==> src/rtl/weight_stream_ctrl_if.sv <==
// -----------------------------------------------------------------------------
// weight_stream_ctrl_if
// Bundles the ROM read port and the output FIFO write port of the weight
// stream controller.
//   rom_address0    : ROM read address (controller -> ROM)
//   rom_ce0         : ROM read enable; data is valid on rom_q0 one cycle later
//   rom_q0          : ROM read data (ROM -> controller)
//   output_V_din    : stream data (controller -> FIFO)
//   output_V_full_n : FIFO not full (FIFO -> controller)
//   output_V_write  : stream write strobe (controller -> FIFO)
// Modports: master = controller side, slave = ROM/FIFO side.
// -----------------------------------------------------------------------------
interface weight_stream_ctrl_if #(
    parameter int DATA_WIDTH = 16,
    parameter int ADDR_WIDTH = 6
);
    logic [ADDR_WIDTH-1:0] rom_address0;
    logic                  rom_ce0;
    logic [DATA_WIDTH-1:0] rom_q0;
    logic [DATA_WIDTH-1:0] output_V_din;
    logic                  output_V_full_n;
    logic                  output_V_write;

    modport master (
        output rom_address0,
        output rom_ce0,
        input  rom_q0,
        output output_V_din,
        input  output_V_full_n,
        output output_V_write
    );

    modport slave (
        input  rom_address0,
        input  rom_ce0,
        output rom_q0,
        input  output_V_din,
        output output_V_full_n,
        input  output_V_write
    );
endinterface

==> src/rtl/weight_stream_ctrl.sv <==
// -----------------------------------------------------------------------------
// weight_stream_ctrl
// Streams the contents of a weight ROM (MEM_SIZE words) num_passes times into a
// downstream FIFO. ROM reads are throttled so that a 2-entry skid buffer can
// never overflow, which lets the FIFO back-pressure at any time without loss.
//
// Ports:
//   ap_clk        : clock, all state on rising edge
//   ap_rst_n      : asynchronous active-low reset
//   start         : one-cycle start request, honoured only when idle
//   num_passes    : number of full ROM passes, sampled with start
//   busy          : high whenever not idle
//   done          : one-cycle pulse after the final word has been written
//   stall_cycles  : (only with WEIGHT_STALL_CNT_EN) saturating count of cycles
//                   with data waiting while the FIFO is full
//   bus           : ROM read port + FIFO write port (weight_stream_ctrl_if)
//
// Optional feature macro: WEIGHT_STALL_CNT_EN
//
// state | meaning
// ------+-------------------------------------------------------------
// IDLE  | waiting for start
// FETCH | issuing ROM reads, address wraps per pass
// DRAIN | last read issued, emptying skid buffer and in-flight read
// -----------------------------------------------------------------------------
module weight_stream_ctrl #(
    parameter int MEM_SIZE   = 64,
    parameter int DATA_WIDTH = 16,
    parameter int ADDR_WIDTH = $clog2(MEM_SIZE)
) (
    input  logic                 ap_clk,
    input  logic                 ap_rst_n,
    input  logic                 start,
    input  logic [15:0]          num_passes,
    output logic                 busy,
    output logic                 done,
`ifdef WEIGHT_STALL_CNT_EN
    output logic [31:0]          stall_cycles,
`endif
    weight_stream_ctrl_if.master bus
);

    localparam logic [1:0] S_IDLE  = 2'd0;
    localparam logic [1:0] S_FETCH = 2'd1;
    localparam logic [1:0] S_DRAIN = 2'd2;

    localparam logic [ADDR_WIDTH-1:0] LAST_ADDR = ADDR_WIDTH'(MEM_SIZE - 1);

    logic [1:0]            state;
    logic [ADDR_WIDTH-1:0] addr;
    logic [15:0]           passes_left;
    logic                  done_q;

    logic                  rd_inflight;
    logic [DATA_WIDTH-1:0] buf_mem [2];
    logic                  rd_ptr;
    logic                  wr_ptr;
    logic [1:0]            buf_count;

    logic                  buf_empty;
    logic                  pop;
    logic [2:0]            occ_next;
    logic                  rd_issue;
    logic                  last_read;

    assign buf_empty = (buf_count == 2'd0);
    assign pop       = !buf_empty && bus.output_V_full_n;

    // Occupancy next cycle before any new read: entries + in-flight - pop.
    // pop implies buf_count >= 1, so this never underflows.
    assign occ_next  = {1'b0, buf_count} + {2'b00, rd_inflight} - {2'b00, pop};

    // A new read is only issued if its data is guaranteed a free slot.
    assign rd_issue  = (state == S_FETCH) && (occ_next < 3'd2);
    assign last_read = rd_issue && (addr == LAST_ADDR) && (passes_left == 16'd1);

    assign busy                = (state != S_IDLE);
    assign done                = done_q;
    assign bus.rom_ce0         = rd_issue;
    assign bus.rom_address0    = addr;
    assign bus.output_V_din    = buf_mem[rd_ptr];
    assign bus.output_V_write  = pop;

    always_ff @(posedge ap_clk or negedge ap_rst_n) begin
        if (!ap_rst_n) begin
            state       <= S_IDLE;
            addr        <= '0;
            passes_left <= '0;
            done_q      <= 1'b0;
        end else begin
            done_q <= 1'b0;
            case (state)
                S_IDLE: begin
                    if (start) begin
                        addr        <= '0;
                        passes_left <= num_passes;
                        // Zero passes: acknowledge without ever leaving IDLE.
                        if (num_passes == 16'd0) begin
                            done_q <= 1'b1;
                        end else begin
                            state <= S_FETCH;
                        end
                    end
                end
                S_FETCH: begin
                    if (rd_issue) begin
                        if (addr == LAST_ADDR) begin
                            addr        <= '0;
                            passes_left <= passes_left - 16'd1;
                        end else begin
                            addr <= addr + 1'b1;
                        end
                        if (last_read) begin
                            state <= S_DRAIN;
                        end
                    end
                end
                S_DRAIN: begin
                    // No reads are issued here, so occ_next == 0 means the
                    // final word leaves the buffer this cycle.
                    if (occ_next == 3'd0) begin
                        state  <= S_IDLE;
                        done_q <= 1'b1;
                    end
                end
                default: state <= S_IDLE;
            endcase
        end
    end

    always_ff @(posedge ap_clk or negedge ap_rst_n) begin
        if (!ap_rst_n) begin
            rd_inflight <= 1'b0;
            rd_ptr      <= 1'b0;
            wr_ptr      <= 1'b0;
            buf_count   <= 2'd0;
            buf_mem[0]  <= '0;
            buf_mem[1]  <= '0;
        end else begin
            rd_inflight <= rd_issue;
            if (rd_inflight) begin
                buf_mem[wr_ptr] <= bus.rom_q0;
                wr_ptr          <= ~wr_ptr;
            end
            if (pop) begin
                rd_ptr <= ~rd_ptr;
            end
            buf_count <= occ_next[1:0];
        end
    end

`ifdef WEIGHT_STALL_CNT_EN
    always_ff @(posedge ap_clk or negedge ap_rst_n) begin
        if (!ap_rst_n) begin
            stall_cycles <= '0;
        end else if ((state == S_IDLE) && start) begin
            stall_cycles <= '0;
        end else if (!buf_empty && !bus.output_V_full_n && (stall_cycles != '1)) begin
            stall_cycles <= stall_cycles + 32'd1;
        end
    end
`endif

endmodule
==> src/flat_wrapper.sv <==
// flat-port wrapper written by rule: the top's interface ports become plain ports
module weight_stream_ctrl_flat 
#(
    parameter int MEM_SIZE   = 64,
    parameter int DATA_WIDTH = 16,
    parameter int ADDR_WIDTH = $clog2(MEM_SIZE)
)
  (ap_clk, ap_rst_n, start, num_passes, busy, done, bus_rom_address0, bus_rom_ce0, bus_rom_q0, bus_output_V_din, bus_output_V_full_n, bus_output_V_write);
  weight_stream_ctrl_if #(.DATA_WIDTH(DATA_WIDTH), .ADDR_WIDTH(ADDR_WIDTH)) bus_i ();
  input  logic ap_clk;
  input  logic ap_rst_n;
  input  logic start;
  input  logic [15:0] num_passes;
  output logic busy;
  output logic done;
  output wire logic [$bits(bus_i.rom_address0)-1:0] bus_rom_address0;
  output wire logic [$bits(bus_i.rom_ce0)-1:0] bus_rom_ce0;
  input wire logic [$bits(bus_i.rom_q0)-1:0] bus_rom_q0;
  output wire logic [$bits(bus_i.output_V_din)-1:0] bus_output_V_din;
  input wire logic [$bits(bus_i.output_V_full_n)-1:0] bus_output_V_full_n;
  output wire logic [$bits(bus_i.output_V_write)-1:0] bus_output_V_write;
  assign bus_rom_address0 = bus_i.rom_address0;
  assign bus_rom_ce0 = bus_i.rom_ce0;
  assign bus_i.rom_q0 = bus_rom_q0;
  assign bus_output_V_din = bus_i.output_V_din;
  assign bus_i.output_V_full_n = bus_output_V_full_n;
  assign bus_output_V_write = bus_i.output_V_write;
  weight_stream_ctrl #(.MEM_SIZE(MEM_SIZE), .DATA_WIDTH(DATA_WIDTH), .ADDR_WIDTH(ADDR_WIDTH)) u_core (.ap_clk(ap_clk), .ap_rst_n(ap_rst_n), .start(start), .num_passes(num_passes), .busy(busy), .done(done), .bus(bus_i));
endmodule
==> config.mk <==
export PLATFORM = sky130hd
export DESIGN_NAME = weight_stream_ctrl_flat
export DESIGN_NICKNAME = d
export VERILOG_FILES = /design/src/rtl/weight_stream_ctrl_if.sv /design/src/rtl/weight_stream_ctrl.sv /design/src/flat_wrapper.sv
export SDC_FILE = /design/constraint.sdc
export NUM_CORES = 1
export LEC_CHECK = 0
export BUFFER_PORTS_ARGS = -buffer_cell sky130_fd_sc_hd__buf_4
export CAP_MARGIN = 20
export CORE_ASPECT_RATIO = 1.1
export CORE_MARGIN = 1.5
export CORE_UTILIZATION = 55
export CTS_CLUSTER_DIAMETER = 120
export DETAILED_ROUTE_END_ITERATION = 12
export GPL_ROUTABILITY_DRIVEN = 0
export PLACE_DENSITY = 0.78
export REMOVE_ABC_BUFFERS = 1
export SLEW_MARGIN = 30
export SYNTH_ARGS = -nofsm -noshare
export SYNTH_HDL_FRONTEND = slang
export SYNTH_SLANG_ARGS = --single-unit
==> constraint.sdc <==
create_clock -name ap_clk -period 4 [get_ports ap_clk]
set_input_delay 1 -clock ap_clk [delete_from_list [all_inputs] [get_ports ap_clk]]
set_output_delay 1 -clock ap_clk [all_outputs]
set_load 0.005 [all_outputs]
Word-level counts from Yosys, hierarchy flattened
Cells that the tools add are included.
{"block": "word_totals", "reg_bits": 62, "output_inout_bits": 26, "elab_cells": 71}
{"block": "classes", "add_sub_neg": 4, "n_lt_le_gt_ge": 4, "eq_ne": 10, "n_mux": 24, "n_bitwise": 4, "n_reduce_logical": 15}
{"op": "16-bit 2-to-1 mux", "count": 7}
{"op": "32-bit bitwise mux", "count": 1}
{"op": "16-bit case mux with 2 select lines", "count": 1}
{"op": "6-bit 2-to-1 mux", "count": 3}
{"op": "16-bit demux with 1-bit select", "count": 1}
{"op": "16-bit by 1-bit equality test with 1-bit output, second input constant", "count": 1}
{"op": "16-bit zero test", "count": 1}
{"op": "16-bit by 1-bit subtractor with 16-bit output, second input constant", "count": 1}
{"op": "6-bit case mux with 2 select lines", "count": 1}
{"op": "2-bit 2-to-1 mux", "count": 5}
{"op": "6-bit by 1-bit adder with 6-bit output, second input constant", "count": 1}
{"op": "6-bit equality test, second input constant", "count": 1}
{"op": "2-bit by 1-bit inequality test with 1-bit output, second input constant", "count": 3}
{"op": "2-bit inequality test, second input constant", "count": 3}
{"op": "2-bit case mux with 3 select lines", "count": 1}
{"op": "1-bit logical AND", "count": 5}
{"op": "5-bit AND reduction", "count": 1}
{"op": "2-bit >= comparator, second input constant", "count": 2}
{"op": "2-bit zero test", "count": 2}
{"op": "1-bit inverter with 2-bit output", "count": 2}
{"op": "4-bit AND reduction", "count": 1}
{"op": "2-bit nonzero test", "count": 2}
{"op": "2-bit by 1-bit adder with 3-bit output", "count": 1}
{"op": "3-bit zero test", "count": 1}
{"op": "10 further kinds", "count": 13}

Longest topological paths before layout
{"block": "logic_depth", "word_depth": 11, "mapped_depth": 12, "depth_no_buf": 10}

Worst setup path before layout
OpenSTA, ideal clock, no wires.
{"block": "synth_path", "kind": "input to output", "from": "in bus_output_V_full_n", "to": "out bus_rom_ce0", "arrival_time_ns": 2.543, "setup_slack_ns": 0.457, "stages": 7, "n_path_buf": 0, "path_cell_list": "o21a_1 > ha_1 > inv_1 > ha_1 > fa_1 > xnor2_1 > nor3_1"}
{"block": "synth_between", "elab_chain_cells": 4}
{"item": "start: declaration", "line_no": "flat_wrapper.sv:20", "source": "input wire logic [$bits(bus_i.output_V_full_n)-1:0] bus_output_V_full_n;"}
{"item": "1-bit logical AND", "line_no": "weight_stream_ctrl.sv:67", "source": "assign pop = !buf_empty && bus.output_V_full_n;"}
{"item": "3-bit by 1-bit subtractor with 3-bit output", "line_no": "weight_stream_ctrl.sv:71", "source": "assign occ_next = {1'b0, buf_count} + {2'b00, rd_inflight} - {2'b00, pop};"}
{"item": "3-bit by 2-bit < comparator with 1-bit output", "line_no": "weight_stream_ctrl.sv:74", "source": "assign rd_issue = (state == S_FETCH) && (occ_next < 3'd2);"}
{"item": "1-bit logical AND", "line_no": "weight_stream_ctrl.sv:74"}
{"item": "end: declaration", "line_no": "flat_wrapper.sv:17", "source": "output wire logic [$bits(bus_i.rom_ce0)-1:0] bus_rom_ce0;"}
Every way passes these cells.

Worst setup path in the final report
Ends and elaborated chain as after synthesis.

==> results.ini <==
[synth]
syn-cell-area_um2 = 3084
yosysWarningCount = 0
async_flop_share = 1.000
syn_area_per_cell_um2 = 11.30
ys_dominant_reg_cell = dfrtp_1
synth-edff-count = 0
synth.ff_latch_count = 62
postSynthCellCount = 273
post_synth_num_cell_types = 41
synth.yosys.seq_area_share = 0.5030

[flow_run]
maxCapViolCount = 0

[clocking]
post_cts_hold_buffer_count = 0
cts_resized = 0
clock_path_buffers = 2
cts.root.buffer_cell = clkbuf_8
clock-sinks = 62
clk-insertion-delay-late_ns = 0.34
cts-buffers-inserted = 9
cts.htree.levels = 3
worst_setup_hold_path_clk_slew_ns = 0.07
cts_tree = yes
cts_setup_buffers = 0

[setup_path]
crit_required_ns = 3.00
start_kind = primary input
critical_path_endpoint_category = primary output
crit_type = primary input to primary output
worst-endpoint-arrival_ns = 2.74
critPathMaxFanout = 4

[timing]
period_needed_ns = 3.745
hold_viol = 0
timing.slew.headroom = 0.4966
clock_skews_ns = 0.006301
grt_setup_unrepaired = no
final.period_utilization = 0.9362
worst-slew-pin-transition_ns = 0.7550
final.setup.tns_ns = 0
finalSetupViolations = 0
fmax_mhz = 267.0
report.final.slew_viol_count = 0

[drt]
wirelength_um = 6429
post_drt_wl_per_cell_um = 15.38
drt_pre_antenna_iters = 4
detail-route-antenna-nets = 0
residual_drc = 0
viasPerCell = 5.653
detailedRoute.firstIterationViolations = 98
route.vias.total = 2363

[floorplanning]
placement_rows = 28
num_io_pins = 62
dieHeight_um = 81.54
fp.dieArea_um2 = 6067
initial_utilization = 0.5717
fp.dieW_um = 74.40
core_area_um2 = 5395

[final_layout]
utilization = 0.7094
layout-area-overhead-vs-synth_pct = 24.10
post_layout_nonfiller_instances = 418
final_layout_size_suffix_gt1_frac = 0.4082
layout.nets = 380
filler_cell_count = 433
insertedDiodeCount = 0
postLayoutCellArea_um2 = 3827

[grt]
grt_pass1_wl_um = 10360
initial_antenna_violation_count = 0
first_global_vias = 2291
total_gr_overflow = 0
globalRouteTotalUtil = 0.2278
grt_start_max_net_pins = 63

[power_and_ir_drop]
power.density_cell_area_nw_per_um2 = 688.0
power.leakage_nw = 1.701
power.ir.vdd_worst_mv = 0.3604

[place]
placed_cell_area_um2 = 3628
placedCellCount = 402
hpwlAfterDp_um = 4496
input_output_buffers = 61

[min_path]
holdCritPathClass = register to register

[run_status]
run_status = completed

[cells by family after synthesis]
family	Yosys count	share of synthesized area
AND/OR/NAND/NOR	72	0.1262
flip-flops	62	0.5030
AO/OA/AOI/OAI	58	0.1225
multiplexers	49	0.1789
buffers and inverters	20	0.02556
XOR/XNOR	6	0.01704
adder cells (fa/ha/maj)	6	0.02678
[where the power goes]
group,switching [mW],internal [mW]
clock,0.246,0.302
combinational,0.410,0.651
sequential,0.166,0.858
[metal layers]
| layer | GRT usage | up-vias | part of all wire |
|---|---|---|---|
| met5 | 0 | - | 0 |
| met4 | 0.07636 | 0 | 0.013 |
| met3 | 0.05644 | 8 | 0.051 |
| met2 | 0.3875 | 72 | 0.51 |
| met1 | 0.2830 | 1146 | 0.43 |
| li1 | - | 1137 | - |
[worst paths after layout]
path	startpoint	endpoint	slack (ns)	cells after the start
setup / recovery	bus_output_V_full_n	bus_rom_ce0	0.26	9
hold / removal	u_core.state[0]$_DFFE_PN0P_	u_core.done$_DFF_PN0_	0.49	1
setup reg to reg	u_core.buf_count[1]$_DFF_PN0_	u_core.passes_left[11]$_DFFE_PN0P_	0.97	10
hold reg to reg	u_core.state[0]$_DFFE_PN0P_	u_core.done$_DFF_PN0_	0.49	1
max in group asynchronous	ap_rst_n	u_core.passes_left[4]$_DFFE_PN0P_	2.77	1
min in group asynchronous	ap_rst_n	u_core.buf_mem[1]$_DFFE_PN0P_	0.74	1
[worst max-delay path, cell delays in order]
cell and delay, ns:
buf_4 0.11, o21a_1 0.13, ha_1 0.28, inv_1 0.04
ha_1 0.18, fa_1 0.37, xnor2_1 0.18, nor3_1 0.28
buf_4 0.17
[Yosys cell counts (3+ instances only)]
master / count / area, µm²
dfrtp_1: 62 / 1551
clkbuf_1: 9 / 33.78
xor2_1: 4 / 35.03
a21oi_1: 13 / 65.06
o22a_1: 4 / 35.03
nand2_1: 11 / 41.29
mux2_2: 49 / 551.8
buf_2: 3 / 15.01
nor2_1: 20 / 75.07
o21ai_0: 17 / 85.08
nor4_1: 5 / 31.28
o2bb2ai_1: 4 / 35.03
nor3_1: 11 / 55.05
or4_4: 3 / 33.78
inv_1: 7 / 26.28
ha_1: 5 / 62.56
nand3_1: 7 / 35.03
a22oi_1: 6 / 45.04
[cell usage in the layout (no fill, tap or decap), types with 2 or more instances in the layout]
master     instances
a21o_1             2
a21oi_1           13
a22oi_1            6
a31oi_1            2
buf_4             67
clkbuf_8          10
clkinv_2           3
dfrtp_1           62
ha_1               5
inv_1              7
mux2_2            49
nand2_1           11
nand2b_1           2
nand3_1            7
nor2_1            20
nor3_1            11
nor3b_1            2
nor4_1             5
nor4_2             2
o211ai_1           2
o21ai_0           17
o22a_1             4
o2bb2ai_1          4
o32ai_1            2
or3_1              2
or4_1              2
or4_4              3
xnor2_1            2
xor2_1             4
[flip-flops by register name, indices dropped and copies added (netlist names)]
name,cells
u_core.done,1
u_core.rd_inflight,1
u_core.wr_ptr,1
u_core.buf_count,2
u_core.buf_mem,32
u_core.state,2
u_core.bus.rom_address0,6
u_core.passes_left,16
u_core.rd_ptr,1
[final cells by class]
class / count / area [µm²] / area share
Timing Repair Buffer: 67 / 503.0 / 0.1314
Clock buffer: 10 / 137.6 / 0.03596
Multi-Input combinational cell: 191 / 1454 / 0.3799
Clock inverter: 6 / 61.31 / 0.01602
Tap cell: 75 / 93.84 / 0.02452
Sequential cell: 62 / 1551 / 0.4054
Inverter: 7 / 26.28 / 0.006865
[through the flow]
step	setup slack (ns)	hold WS, ns	power, mW
2_1_floorplan	0.4566	0.4560	1.639
3_3_place_gp	0.2726	0.4670	2.063
3_5_place_dp	0.2535	0.4884	2.106
4_1_cts	0.2436	0.4992	2.661
5_1_grt	0.1692	0.5219	2.819
6_report	0.2551	0.4926	2.633
Power figures use the tool's default switching activity.
